--- config.mk ---
export PLATFORM = sky130hd
export DESIGN_NAME = tf_exp_sched_flat
export DESIGN_NICKNAME = d
export VERILOG_FILES = /design/src/rtl/tf_pkg.sv /design/src/rtl/tf_exp_sched_if.sv /design/src/rtl/tf_exp_gen.sv /design/src/rtl/tf_exp_sched.sv /design/src/flat_wrapper.sv
export SDC_FILE = /design/constraint.sdc
export NUM_CORES = 1
export LEC_CHECK = 0
export ABC_CLOCK_PERIOD_IN_PS = 4900
export CORE_UTILIZATION = 49
export DETAILED_ROUTE_END_ITERATION = 10
export PLACE_DENSITY = 0.76
export SLEW_MARGIN = 0
export SYNTH_ARGS = -nofsm -noshare
export SYNTH_HDL_FRONTEND = slang
export SYNTH_HIERARCHICAL = 1
export SYNTH_SLANG_ARGS = --single-unit
--- constraint.sdc ---
create_clock -name clk_i -period 4.9 [get_ports clk_i]
set_input_delay 0.98 -clock clk_i [delete_from_list [all_inputs] [get_ports clk_i]]
set_output_delay 0.98 -clock clk_i [all_outputs]
set_load 0.01 [all_outputs]
--- src/rtl/tf_pkg.sv ---
// Shared types and constants for the twiddle-exponent scheduler.
// Tags are packed {stage, bfly}, so a +1 walks the whole run in order.
package tf_pkg;
    localparam int FFT_N          = 256;
    localparam int EXP_W          = 8;
    localparam int STAGE_W        = 2;
    localparam int BFLY_W         = 6;
    localparam int NUM_STAGES     = 4;
    localparam int BFLY_PER_STAGE = 64;
    localparam int ROM_LAT        = 1;

    localparam logic [BFLY_W-1:0] BFLY_MAX = BFLY_W'(BFLY_PER_STAGE - 1);

    typedef enum logic [1:0] {IDLE, RUN, DRAIN, DONE} state_e;

    typedef struct packed {
        logic [STAGE_W-1:0] stage;
        logic [BFLY_W-1:0]  bfly;
    } tag_t;

    // base = (j & (m-1)) << 2s with m = 64 >> 2s; (m-1) is simply 63 >> 2s
    function automatic logic [EXP_W-1:0] exp_base(input tag_t t);
        logic [BFLY_W-1:0] q;
        q = t.bfly & (BFLY_MAX >> {t.stage, 1'b0});
        return {2'b00, q} << {t.stage, 1'b0};
    endfunction
endpackage

--- src/rtl/tf_exp_sched_if.sv ---
// Control/ROM-side bundle of the scheduler: run request, ROM exponents and TF handshake.
// master = scheduler, slave = the control FSM / TF consumer side.
interface tf_exp_sched_if;
    import tf_pkg::*;

    logic               start;
    logic [STAGE_W-1:0] cfg_first;
    logic [STAGE_W-1:0] cfg_last;
    logic [EXP_W-1:0]   exp0;
    logic [EXP_W-1:0]   exp1;
    logic [EXP_W-1:0]   exp2;
    logic [EXP_W-1:0]   exp3;
    logic               tf_valid;
    logic               tf_ready;
    logic [STAGE_W-1:0] tf_stage;
    logic [BFLY_W-1:0]  tf_bfly;
    logic               tf_last;
    logic               busy;
    logic               done;

    modport master (
        input  start, cfg_first, cfg_last, tf_ready,
        output exp0, exp1, exp2, exp3, tf_valid, tf_stage, tf_bfly, tf_last, busy, done
    );

    modport slave (
        output start, cfg_first, cfg_last, tf_ready,
        input  exp0, exp1, exp2, exp3, tf_valid, tf_stage, tf_bfly, tf_last, busy, done
    );
endinterface

--- src/rtl/tf_exp_gen.sv ---
// Combinational exponent generator: (stage, bfly) -> four ROM lane exponents, mod 256.
// Zero latency, no state.
module tf_exp_gen
    import tf_pkg::*;
(
    input  tag_t             tag_i,
    output logic [EXP_W-1:0] exp0_o,
    output logic [EXP_W-1:0] exp1_o,
    output logic [EXP_W-1:0] exp2_o,
    output logic [EXP_W-1:0] exp3_o
);
    logic [EXP_W-1:0] base;
    logic [EXP_W-1:0] base2;

    assign base   = exp_base(tag_i);
    assign base2  = base << 1;
    assign exp0_o = '0;
    assign exp1_o = base;
    assign exp2_o = base2;
    assign exp3_o = base + base2;
endmodule

--- src/rtl/tf_exp_sched.sv ---
// Walks (stage, bfly) and drives ROM exponents one cycle ahead of the TF words; 1 set/cycle.
// A stall (tf_ready low with tf_valid) freezes all state and re-presents the shown set's exponents.
module tf_exp_sched
    import tf_pkg::*;
(
    input  logic           clk_i,
    input  logic           rst_i,
    tf_exp_sched_if.master bus
);
    state_e             state_q, state_d;
    tag_t               p_q, p_d;
    tag_t               show_q, show_d;
    logic [STAGE_W-1:0] cfg_last_q, cfg_last_d;
    logic               tf_valid_q, tf_valid_d;
    logic               adv;
    logic               last_set;
    logic               gen_en;
    tag_t               gen_tag;
    logic [EXP_W-1:0]   e0, e1, e2, e3;

    assign adv      = !tf_valid_q || bus.tf_ready;
    assign last_set = tf_valid_q && ({show_q.stage, show_q.bfly} == {cfg_last_q, BFLY_MAX});

    always_comb begin
        state_d    = state_q;
        p_d        = p_q;
        show_d     = show_q;
        cfg_last_d = cfg_last_q;
        tf_valid_d = tf_valid_q;
        if (adv) begin
            tf_valid_d = (state_q == RUN);
            show_d     = p_q;
        end
        unique case (state_q)
            IDLE: begin
                if (bus.start) begin
                    state_d    = RUN;
                    p_d        = '{stage: bus.cfg_first, bfly: '0};
                    cfg_last_d = (bus.cfg_first > bus.cfg_last) ? bus.cfg_first : bus.cfg_last;
                end
            end
            RUN: begin
                if (adv) begin
                    p_d = tag_t'(p_q + 1'b1);
                    if ({p_q.stage, p_q.bfly} == {cfg_last_q, BFLY_MAX}) begin
                        state_d = DRAIN;
                    end
                end
            end
            DRAIN: begin
                if (last_set && bus.tf_ready) begin
                    state_d = DONE;
                end
            end
            DONE:    state_d = IDLE;
            default: state_d = IDLE;
        endcase
    end

    always_ff @(posedge clk_i or posedge rst_i) begin
        if (rst_i) begin
            state_q    <= IDLE;
            p_q        <= '0;
            show_q     <= '0;
            cfg_last_q <= '0;
            tf_valid_q <= 1'b0;
        end else begin
            state_q    <= state_d;
            p_q        <= p_d;
            show_q     <= show_d;
            cfg_last_q <= cfg_last_d;
            tf_valid_q <= tf_valid_d;
        end
    end

    // The ROM address follows tf_ready combinationally so a stall re-reads the shown set.
    always_comb begin
        gen_tag = show_q;
        gen_en  = tf_valid_q;
        if (adv && (state_q == RUN)) begin
            gen_tag = p_q;
            gen_en  = 1'b1;
        end
    end

    tf_exp_gen u_exp_gen (
        .tag_i  (gen_tag),
        .exp0_o (e0),
        .exp1_o (e1),
        .exp2_o (e2),
        .exp3_o (e3)
    );

    assign bus.exp0     = gen_en ? e0 : '0;
    assign bus.exp1     = gen_en ? e1 : '0;
    assign bus.exp2     = gen_en ? e2 : '0;
    assign bus.exp3     = gen_en ? e3 : '0;
    assign bus.tf_valid = tf_valid_q;
    assign bus.tf_stage = show_q.stage;
    assign bus.tf_bfly  = show_q.bfly;
    assign bus.tf_last  = last_set;
    assign bus.busy     = (state_q != IDLE);
    assign bus.done     = (state_q == DONE);
endmodule

--- src/flat_wrapper.sv ---
// flat-port wrapper written by rule: the top's interface ports become plain ports
module tf_exp_sched_flat import tf_pkg::*;
  (clk_i, rst_i, bus_start, bus_cfg_first, bus_cfg_last, bus_tf_ready, bus_exp0, bus_exp1, bus_exp2, bus_exp3, bus_tf_valid, bus_tf_stage, bus_tf_bfly, bus_tf_last, bus_busy, bus_done);
  tf_exp_sched_if bus_i ();
  input  logic clk_i;
  input  logic rst_i;
  input wire logic [$bits(bus_i.start)-1:0] bus_start;
  input wire logic [$bits(bus_i.cfg_first)-1:0] bus_cfg_first;
  input wire logic [$bits(bus_i.cfg_last)-1:0] bus_cfg_last;
  input wire logic [$bits(bus_i.tf_ready)-1:0] bus_tf_ready;
  output wire logic [$bits(bus_i.exp0)-1:0] bus_exp0;
  output wire logic [$bits(bus_i.exp1)-1:0] bus_exp1;
  output wire logic [$bits(bus_i.exp2)-1:0] bus_exp2;
  output wire logic [$bits(bus_i.exp3)-1:0] bus_exp3;
  output wire logic [$bits(bus_i.tf_valid)-1:0] bus_tf_valid;
  output wire logic [$bits(bus_i.tf_stage)-1:0] bus_tf_stage;
  output wire logic [$bits(bus_i.tf_bfly)-1:0] bus_tf_bfly;
  output wire logic [$bits(bus_i.tf_last)-1:0] bus_tf_last;
  output wire logic [$bits(bus_i.busy)-1:0] bus_busy;
  output wire logic [$bits(bus_i.done)-1:0] bus_done;
  assign bus_i.start = bus_start;
  assign bus_i.cfg_first = bus_cfg_first;
  assign bus_i.cfg_last = bus_cfg_last;
  assign bus_i.tf_ready = bus_tf_ready;
  assign bus_exp0 = bus_i.exp0;
  assign bus_exp1 = bus_i.exp1;
  assign bus_exp2 = bus_i.exp2;
  assign bus_exp3 = bus_i.exp3;
  assign bus_tf_valid = bus_i.tf_valid;
  assign bus_tf_stage = bus_i.tf_stage;
  assign bus_tf_bfly = bus_i.tf_bfly;
  assign bus_tf_last = bus_i.tf_last;
  assign bus_busy = bus_i.busy;
  assign bus_done = bus_i.done;
  tf_exp_sched u_core (.clk_i(clk_i), .rst_i(rst_i), .bus(bus_i));
endmodule
# Word level (Yosys, flattened, before mapping)
# Cells that the tools add are included.
[classes]
bitwise = 1
n_mux = 14
magnitude_cmp = 1
n_eq_ne = 9
shift = 2
reduce_logical = 11
n_addsub = 2
[ops]
columns = ["operator", "n"]
rows = [
  ["2-to-1 mux 8 bit", 6],
  ["equality test 8 bit", 2],
  ["case mux 8 bit (2 select lines)", 1],
  ["2-to-1 mux 2 bit", 5],
  ["adder 8 x 1 -> 8 bit (second input constant)", 1],
  ["adder 8 bit", 1],
  ["case mux 2 bit (4 select lines)", 1],
  ["<< shifter 6 x 3 -> 8 bit", 1],
  ["AND 6 bit", 1],
  ["inequality test 2 x 1 -> 1 bit (second input constant)", 3],
  [">> shifter 6 x 3 -> 6 bit (first input constant)", 1],
  ["equality test 2 bit (second input constant)", 2],
  ["AND reduction 4 bit", 1],
  ["nonzero test 2 bit", 2],
  ["logical AND 1 bit", 3],
  ["AND reduction 3 bit", 1],
  ["equality test 2 x 1 -> 1 bit (second input constant)", 1],
  ["greater-than comparator 2 bit", 1],
  ["zero test 2 bit", 1],
  ["inequality test 2 bit (second input constant)", 1],
  ["AND reduction 2 bit", 1],
  ["zero test 1 bit", 1],
  ["logical OR 1 bit", 1],
  ["2-to-1 mux 1 bit", 1],
]
[word_totals]
reg_bits = 21
out_inout_bits = 44

# Longest topological paths before layout
# Gate-level depths: netlist of run 1.
[logic_depth]
ltp_word = 9
depth_mapped = 17
depth_no_buf = 15

# Cells and area by module
# The synthesis of run 1 kept the hierarchy.
[modules_own_cells]
columns = ["mod", "n_inst", "seq_area_each_um2", "cells_per_inst", "area_each_um2"]
rows = [
  ["tf_exp_sched", 1, 525.5, 161, 1500.2],
  ["tf_exp_gen", 1, 0.0, 62, 483.0],
]

# Worst setup path before layout of run 1
# No wires, ideal clock.
[synth_timing]
kind = "input-to-output"
start = "input bus_tf_ready"
end = "output bus_exp3[7]"
arrival_ns = 3.681
setup_slack_ns = 0.239
path_buffers = 3
cell_stages = 17
path_cell_list = "and2b_2 -> clkbuf_2 -> nand2b_1 -> buf_2 -> mux2_2 -> buf_4 -> nor2_1 -> nand2_1 -> inv_1 -> ha_1 -> inv_1 -> fa_1 -> nor2b_4 -> o31a_2 -> o21ai_2 -> nand2b_1 -> nor2b_1"
[synth_lines]
columns = ["item", "line_no", "source"]
rows = [
  ["from (decl)", "flat_wrapper.sv:10", "input wire logic [$bits(bus_i.tf_ready)-1:0] bus_tf_ready;"],
  ["to (decl)", "flat_wrapper.sv:14", "output wire logic [$bits(bus_i.exp3)-1:0] bus_exp3;"],
]

==> flow_summary.json, run 1 <==
{
  "hold-path-endpoint": "u_core/cfg_last_q[0]",
  "cp_max_fo": 6,
  "grt_pass1_vias": 1413,
  "synth_ff_type": "dfrtp_1",
  "dr.pass1.iters": 4,
  "max_stage_delay_ns": 0.47,
  "synth_cell_types": 47,
  "crit_top_cell": "buf_4",
  "core.rowCount": 22,
  "ff2ff_setup_slack_ns": 2.67,
  "final_util": 0.683,
  "yosys-top-cells-count": "32 x nor2b_1, 21 x dfrtp_1, 20 x buf_4",
  "pwr-share-comb": 0.711,
  "path_clk_slew_ns": 0.07,
  "clockBufferDepth": 2,
  "critical_path.startpoint_type": "input port",
  "io_buffers": 39,
  "boundaryPins": 52,
  "slowest_stage": "clkdlybuf4s50_1",
  "cts_made_buffers": 3,
  "coreArea_mm2": 0.00377,
  "nNetsFinal": 299,
  "hp-start": "u_core/cfg_last_q[0]",
  "die_y_um": 65.6,
  "wirelength_um": 4200,
  "grt_max_degree": 26,
  "crit_type": "input port to primary output",
  "reg2regPathDepth": 8,
  "n_antenna_cell": 0,
  "ff_latch_area_um2": 526,
  "syn_area_mm2": 0.00198,
  "finClkSkew_ns": 0.00301,
  "postSynthCellCount": 223,
  "crit_arrival_ns": 3.83,
  "grt_overflow_total": 0,
  "synth_area_per_cell_um2": 8.89,
  "stdcell_count": 322,
  "setup_viol": 0,
  "p_total_uw": 1480,
  "power_density_mw_per_mm2": 573,
  "multiInputGateArea_mm2": 0.00133,
  "worstPathCellList": "clkdlybuf4s50_1 > and2b_2 > nand2b_4 > buf_6 > buf_4 > mux2_2 > mux2i_1 > nor2_2 > buf_4 > ha_4 > o21ai_1 > o21bai_1 > a21oi_2 > xnor2_1 > nor2b_1 > buf_2",
  "clkLatencyLatePin_ns": 0.26,
  "drive_above_1_share": 0.263,
  "wl_per_cell_um": 13.0,
  "cts_hold_buf": 0,
  "cts_num_sinks": 21,
  "die_x_um": 65.6,
  "dp_hpwl_um": 3180,
  "placed_cell_area_mm2": 0.00246,
  "timing.rr.end": "u_core/p_q[4]",
  "dp_slack_ns": -0.406,
  "period_share": 0.983,
  "fin_ws_ns": 0.0856,
  "ys_warn_count": 6,
  "hold_depth": 2,
  "crit_path_end_kind": "primary output",
  "h-tree-depth": 1,
  "netSwitchingFraction": 0.436,
  "route.vias.total": 1626,
  "die_area_mm2": 0.00431,
  "yosysMostFrequentCell": "nor2b_1",
  "rr_startpoint": "u_core/state_q[1]",
  "final_area_mm2": 0.00258,
  "synth-edff-count": 0,
  "syn_to_final_growth_pct": 29.9,
  "filler_cell_count": 308,
  "hold_viol_final": 0,
  "dpl.cell_count": 316,
  "max_cap_viol_count": 0,
  "async_reset_ff_frac": 1.00,
  "drv_slew": 0,
  "synth.area.top_cells": "dfrtp_1 26%, nor2b_1 10%, ha_1 9.5%",
  "route.detailed.drc": 0,
  "clkPwrFrac": 0.075,
  "synth_top_area_frac": 0.265,
  "critPathTopFamily": "buffers and inverters",
  "tritoncts": "built",
  "worstMarginPinSlew_ns": 0.767,
  "drtIter0Drc": 32,
  "yosys.area.top_type": "dfrtp_1",
  "power.internal_uw": 832,
  "start_util": 0.526,
  "worstHoldPathType": "flip-flop to flip-flop",
  "synth-seq-area-share": 0.265,
  "status": "finished, final reports clean",
  "rsz0062_at_grt": "true",
  "ir_drop_mv": 0.370,
  "grt_pass1_wl_um": 6620,
  "fmax_mhz": 208,
  "place_congestion": 0.833,
  "p_leak_uw": 0.00122,
  "viasPerCell": 5.05,
  "antenna_found_initial": 0,
  "required_ns": 3.92,
  "grt_usage": 0.201,
  "ant_nets": 0,
  "switchingPower_uw": 644,
  "period_needed_ns": 4.81,
  "sequentialPowerShare": 0.214,
  "synth_seq_cells": 21,
  "crit_buf_inv": 5,
  "ctsRootBufferMaster": "clkbuf_8",
  "slew_headroom": 0.488
}
state kept, by name, summed over array words and instances (netlist names):
register and cells:
u_core/p_q 8, u_core/bus.tf_bfly 6, u_core/bus.tf_stage 2, u_core/cfg_last_q 2, u_core/state_q 2, u_core/bus.tf_valid 1
layout make-up:
| cell class | instances | area share |
|---|---|---|
| clock inverters | 1 | 0.00194 |
| well taps | 48 | 0.0233 |
| clock buffers | 3 | 0.0160 |
| repair buffers | 62 | 0.213 |
| flip-flops and latches | 21 | 0.204 |
| multi-input cells | 171 | 0.517 |
| inverters | 16 | 0.0243 |
placed cells by master, fill, tap and decap left out, drive strengths merged, types with 2 or more instances in the layout:
master and instances:
clkdlybuf4s50 33, nor2b 33, buf 26, dfrtp 21, inv 16, mux2 15, ha 15, conb 13
nand2 12, nor2 11, o21ai 10, a21oi 8, xor2 6, mux2i 6, xnor2 5, o22ai 4
clkbuf 4, nor3 3, nand4 3, and3 3, nand3 3, a21o 2, nand2b 2, or2 2
through the flow:
| step | hold slack [ns] | TNS, ns |
|---|---|---|
| after global placement | 0.543 | -1.32 |
| after floorplan | 0.507 | 0 |
| after CTS | 0.568 | -0.0121 |
| final | 0.554 | 0 |
| after global routing | 0.596 | -0.0134 |
| after detailed placement | 0.540 | -1.55 |
cell families (layout without fill, tap and decap cells):
| logic type | Yosys count | in the layout | synth area share |
|---|---|---|---|
| muxes | 21 | 21 | 0.117 |
| adders and majority gates | 16 | 16 | 0.105 |
| AOI/OAI and AO/OA | 33 | 33 | 0.123 |
| and+or+nand+nor | 77 | 77 | 0.219 |
| buffers and inverters | 43 | 82 | 0.120 |
| DFF | 21 | 21 | 0.265 |
| xor gates and xnor gates | 11 | 11 | 0.0486 |
| other | 1 | 13 | 0.00189 |
worst max-delay path by stage:
stage | cells after the start | startpoint | endpoint | slack [ns]
floorplan | 17 | bus_tf_ready | bus_exp3[7] | 0.24
global placement | 15 | bus_tf_ready | bus_exp3[6] | -0.32
detailed placement | 15 | bus_tf_ready | bus_exp3[6] | -0.41
CTS | 15 | bus_tf_ready | bus_exp3[7] | -0.01
global route | 15 | bus_tf_ready | bus_exp3[7] | -0.01
finish | 16 | bus_tf_ready | bus_exp3[6] | 0.09
worst register-to-register path: cells and delay by family, from the launching register on:
kind / cells / cell delay (ns)
DFF: 1 / 0.42
muxes: 1 / 0.13
AOI/OAI and AO/OA: 1 / 0.52
buffers and inverters: 2 / 0.36
adders and majority gates: 1 / 0.26
xor gates and xnor gates: 1 / 0.17
and+or+nand+nor: 2 / 0.25
power groups by stage:
| stage | sequential (uW) | clock, uW | combinational, uW |
|---|---|---|---|
| 4_1_cts | 314 | 115 | 984 |
| 3_3_place_gp | 317 | 0 | 958 |
| 5_1_grt | 325 | 120 | 1150 |
| 2_1_floorplan | 305 | 0 | 648 |
| 6_report | 316 | 111 | 1050 |
| 3_5_place_dp | 317 | 0 | 979 |
routing by layer:
layer / up-vias / routed length (um) / track usage
met5: - / 0 / 0
met4: 0 / 51 / 0.0516
met3: 8 / 220 / 0.0313
met2: 55 / 1990 / 0.323
met1: 742 / 1940 / 0.278
li1: 821 / - / -
repair_timing:
item                       CTS  global route
setup endpoints to repair    6             6
pin swaps                    1             6
resized for setup           15            24
setup buffers                0             2
(Power assumes the default switching activity.)
==> inputs of run 2 (changes only) <==
--- a/config.mk
+++ b/config.mk
@@ -5,7 +5,7 @@
 export SDC_FILE = /design/constraint.sdc
 export NUM_CORES = 1
 export LEC_CHECK = 0
-export ABC_CLOCK_PERIOD_IN_PS = 4900
+export ABC_CLOCK_PERIOD_IN_PS = 5200
 export CORE_UTILIZATION = 49
 export DETAILED_ROUTE_END_ITERATION = 10
 export PLACE_DENSITY = 0.76
==> constraint.sdc (replaced) <==
create_clock -name clk_i -period 5.2 [get_ports clk_i]
set_input_delay 1.04 -clock clk_i [delete_from_list [all_inputs] [get_ports clk_i]]
set_output_delay 1.04 -clock clk_i [all_outputs]
set_load 0.01 [all_outputs]
==> run 2 against run 1 <==
  * Clock skew down 0.00058 ns
  * Critical endpoint unchanged
  * Largest power group unchanged
  * Via count down 0.25%
  * Sequential share of layout area up 0.37 points
==> flow_summary.json, run 2 (synthesis gave the netlist of run 1 again) <==
{
  "status": "finished, final reports clean",
  "route.detailed.drc": 0,
  "path_clk_slew_ns": 0.07,
  "slew_headroom": 0.495,
  "hold_viol_final": 0,
  "max_stage_delay_ns": 0.48,
  "clockBufferDepth": 2,
  "grt_usage": 0.198,
  "wl_per_cell_um": 12.5,
  "crit_arrival_ns": 4.04,
  "period_needed_ns": 5.08,
  "slowest_stage": "clkdlybuf4s50_1",
  "finClkSkew_ns": 0.00243,
  "period_share": 0.977,
  "worstMarginPinSlew_ns": 0.757,
  "die_area_mm2": 0.00431,
  "drtIter0Drc": 41,
  "cts_hold_buf": 0,
  "power.internal_uw": 758,
  "io_buffers": 39,
  "antenna_found_initial": 0,
  "die_x_um": 65.6,
  "worstPathCellList": "clkdlybuf4s50_1 > and2b_2 > nand2b_4 > buf_4 > mux2_2 > mux2i_1 > or2_2 > inv_2 > ha_1 > a211oi_2 > o21bai_1 > a21oi_2 > xnor2_1 > nor2b_1 > clkdlybuf4s15_1",
  "ir_drop_mv": 0.316,
  "wirelength_um": 4010,
  "cp_max_fo": 6,
  "sequentialPowerShare": 0.222,
  "fmax_mhz": 197,
  "coreArea_mm2": 0.00377,
  "drv_slew": 0,
  "power_density_mw_per_mm2": 528,
  "hold_slack_ns": 0.564,
  "layout_common_cells": "34 x clkdlybuf4s50_1, 32 x nor2b_1, 21 x dfrtp_1, 21 x buf_4, 15 x inv_1",
  "p_leak_uw": 0.00121,
  "critPathTopFamily": "buffers and inverters",
  "netSwitchingFraction": 0.433,
  "dpl.cell_count": 316,
  "start_util": 0.526,
  "required_ns": 4.16,
  "core.rowCount": 22,
  "cts_made_buffers": 3,
  "grt_pass1_vias": 1394,
  "ctsRootBufferMaster": "clkbuf_8",
  "cts_num_sinks": 21,
  "boundaryPins": 52,
  "dr.pass1.iters": 4,
  "filler_cell_count": 327,
  "grt_pass1_wl_um": 6510,
  "max_cap_viol_count": 0,
  "dp_hpwl_um": 3250,
  "place_congestion": 0.833,
  "viasPerCell": 5.07,
  "worstHoldPathType": "flip-flop to flip-flop",
  "largest_register_ffs": 8,
  "tritoncts": "built",
  "nNetsFinal": 297,
  "crit_path_end_kind": "primary output",
  "crit_type": "input port to primary output",
  "largest-register": "u_core/p_q",
  "ant_nets": 0,
  "route.vias.total": 1622,
  "critical_path.startpoint_type": "input port",
  "h-tree-depth": 1,
  "clkLatencyLatePin_ns": 0.26,
  "setup_viol": 0,
  "drive_above_1_share": 0.213,
  "clkPwrFrac": 0.078,
  "n_antenna_cell": 0,
  "grt_max_degree": 26,
  "switchingPower_uw": 579,
  "grt_overflow_total": 0,
  "pwr-share-comb": 0.699,
  "final_common_cell": "clkdlybuf4s50_1",
  "die_y_um": 65.6,
  "syn_to_final_growth_pct": 27.6,
  "crit_buf_inv": 4,
  "stdcell_count": 320
}
==> run 2: through the flow <==
stage	setup WS, ns	power [uW]	utilization	TNS (ns)	area, um^2
5_1_grt	-0.0197	1450	0.671	-0.0197	2530
4_1_cts	0.0303	1330	0.665	0	2510
3_3_place_gp	-0.143	1200	0.652	-0.426	2460
6_report	0.122	1340	0.671	0	2530
2_1_floorplan	0.419	898	-	0	2030
3_5_place_dp	-0.211	1230	0.652	-0.635	2460
==> run 2: cell type report <==
class	count	area, um^2	area share
multi-input cells	171	1290	0.510
repair buffers	60	547	0.216
flip-flops and latches	21	526	0.208
inverters	16	60.1	0.0237
well taps	48	60.1	0.0237
clock buffers	3	41.3	0.0163
clock inverters	1	5.00	0.00198
==> run 2: repair_timing <==
action	4_1_cts	5_1_grt
setup buffers	0	0
resized for setup	6	5
setup endpoints to repair	5	4
==> run 2: power by group through the flow <==
stage	combinational [uW]	sequential (uW)	clock, uW
5_1_grt	1030	308	115
6_report	935	297	105
3_3_place_gp	903	299	0
3_5_place_dp	927	300	0
2_1_floorplan	611	287	0
4_1_cts	923	297	109
==> run 2: tightest hold or removal path, stage by stage, from the launching register on <==
cell and delay (ns):
dfrtp_1 0.40, nand2_1 0.06, o21ai_0 0.06
==> run 2: worst paths after layout <==
path | from | endpoint | slack [ns] | cells past startpoint
max | bus_tf_ready | bus_exp3[6] | 0.12 | 15
min | u_core/cfg_last_q[0] | u_core/cfg_last_q[0] | 0.56 | 2
max reg2reg | u_core/state_q[1] | u_core/p_q[5] | 3.04 | 8
min reg2reg | u_core/cfg_last_q[0] | u_core/cfg_last_q[0] | 0.56 | 2
max in group asynchronous | rst_i | u_core/bus.tf_stage[1] | 3.52 | 2
min in group asynchronous | rst_i | u_core/state_q[0] | 1.21 | 2
==> run 2: metal layers <==
layer | global-route usage | share of wire
met1 | 0.273 | 0.45
met2 | 0.311 | 0.45
met3 | 0.0399 | 0.078
met4 | 0.0571 | 0.016
met5 | 0 | 0
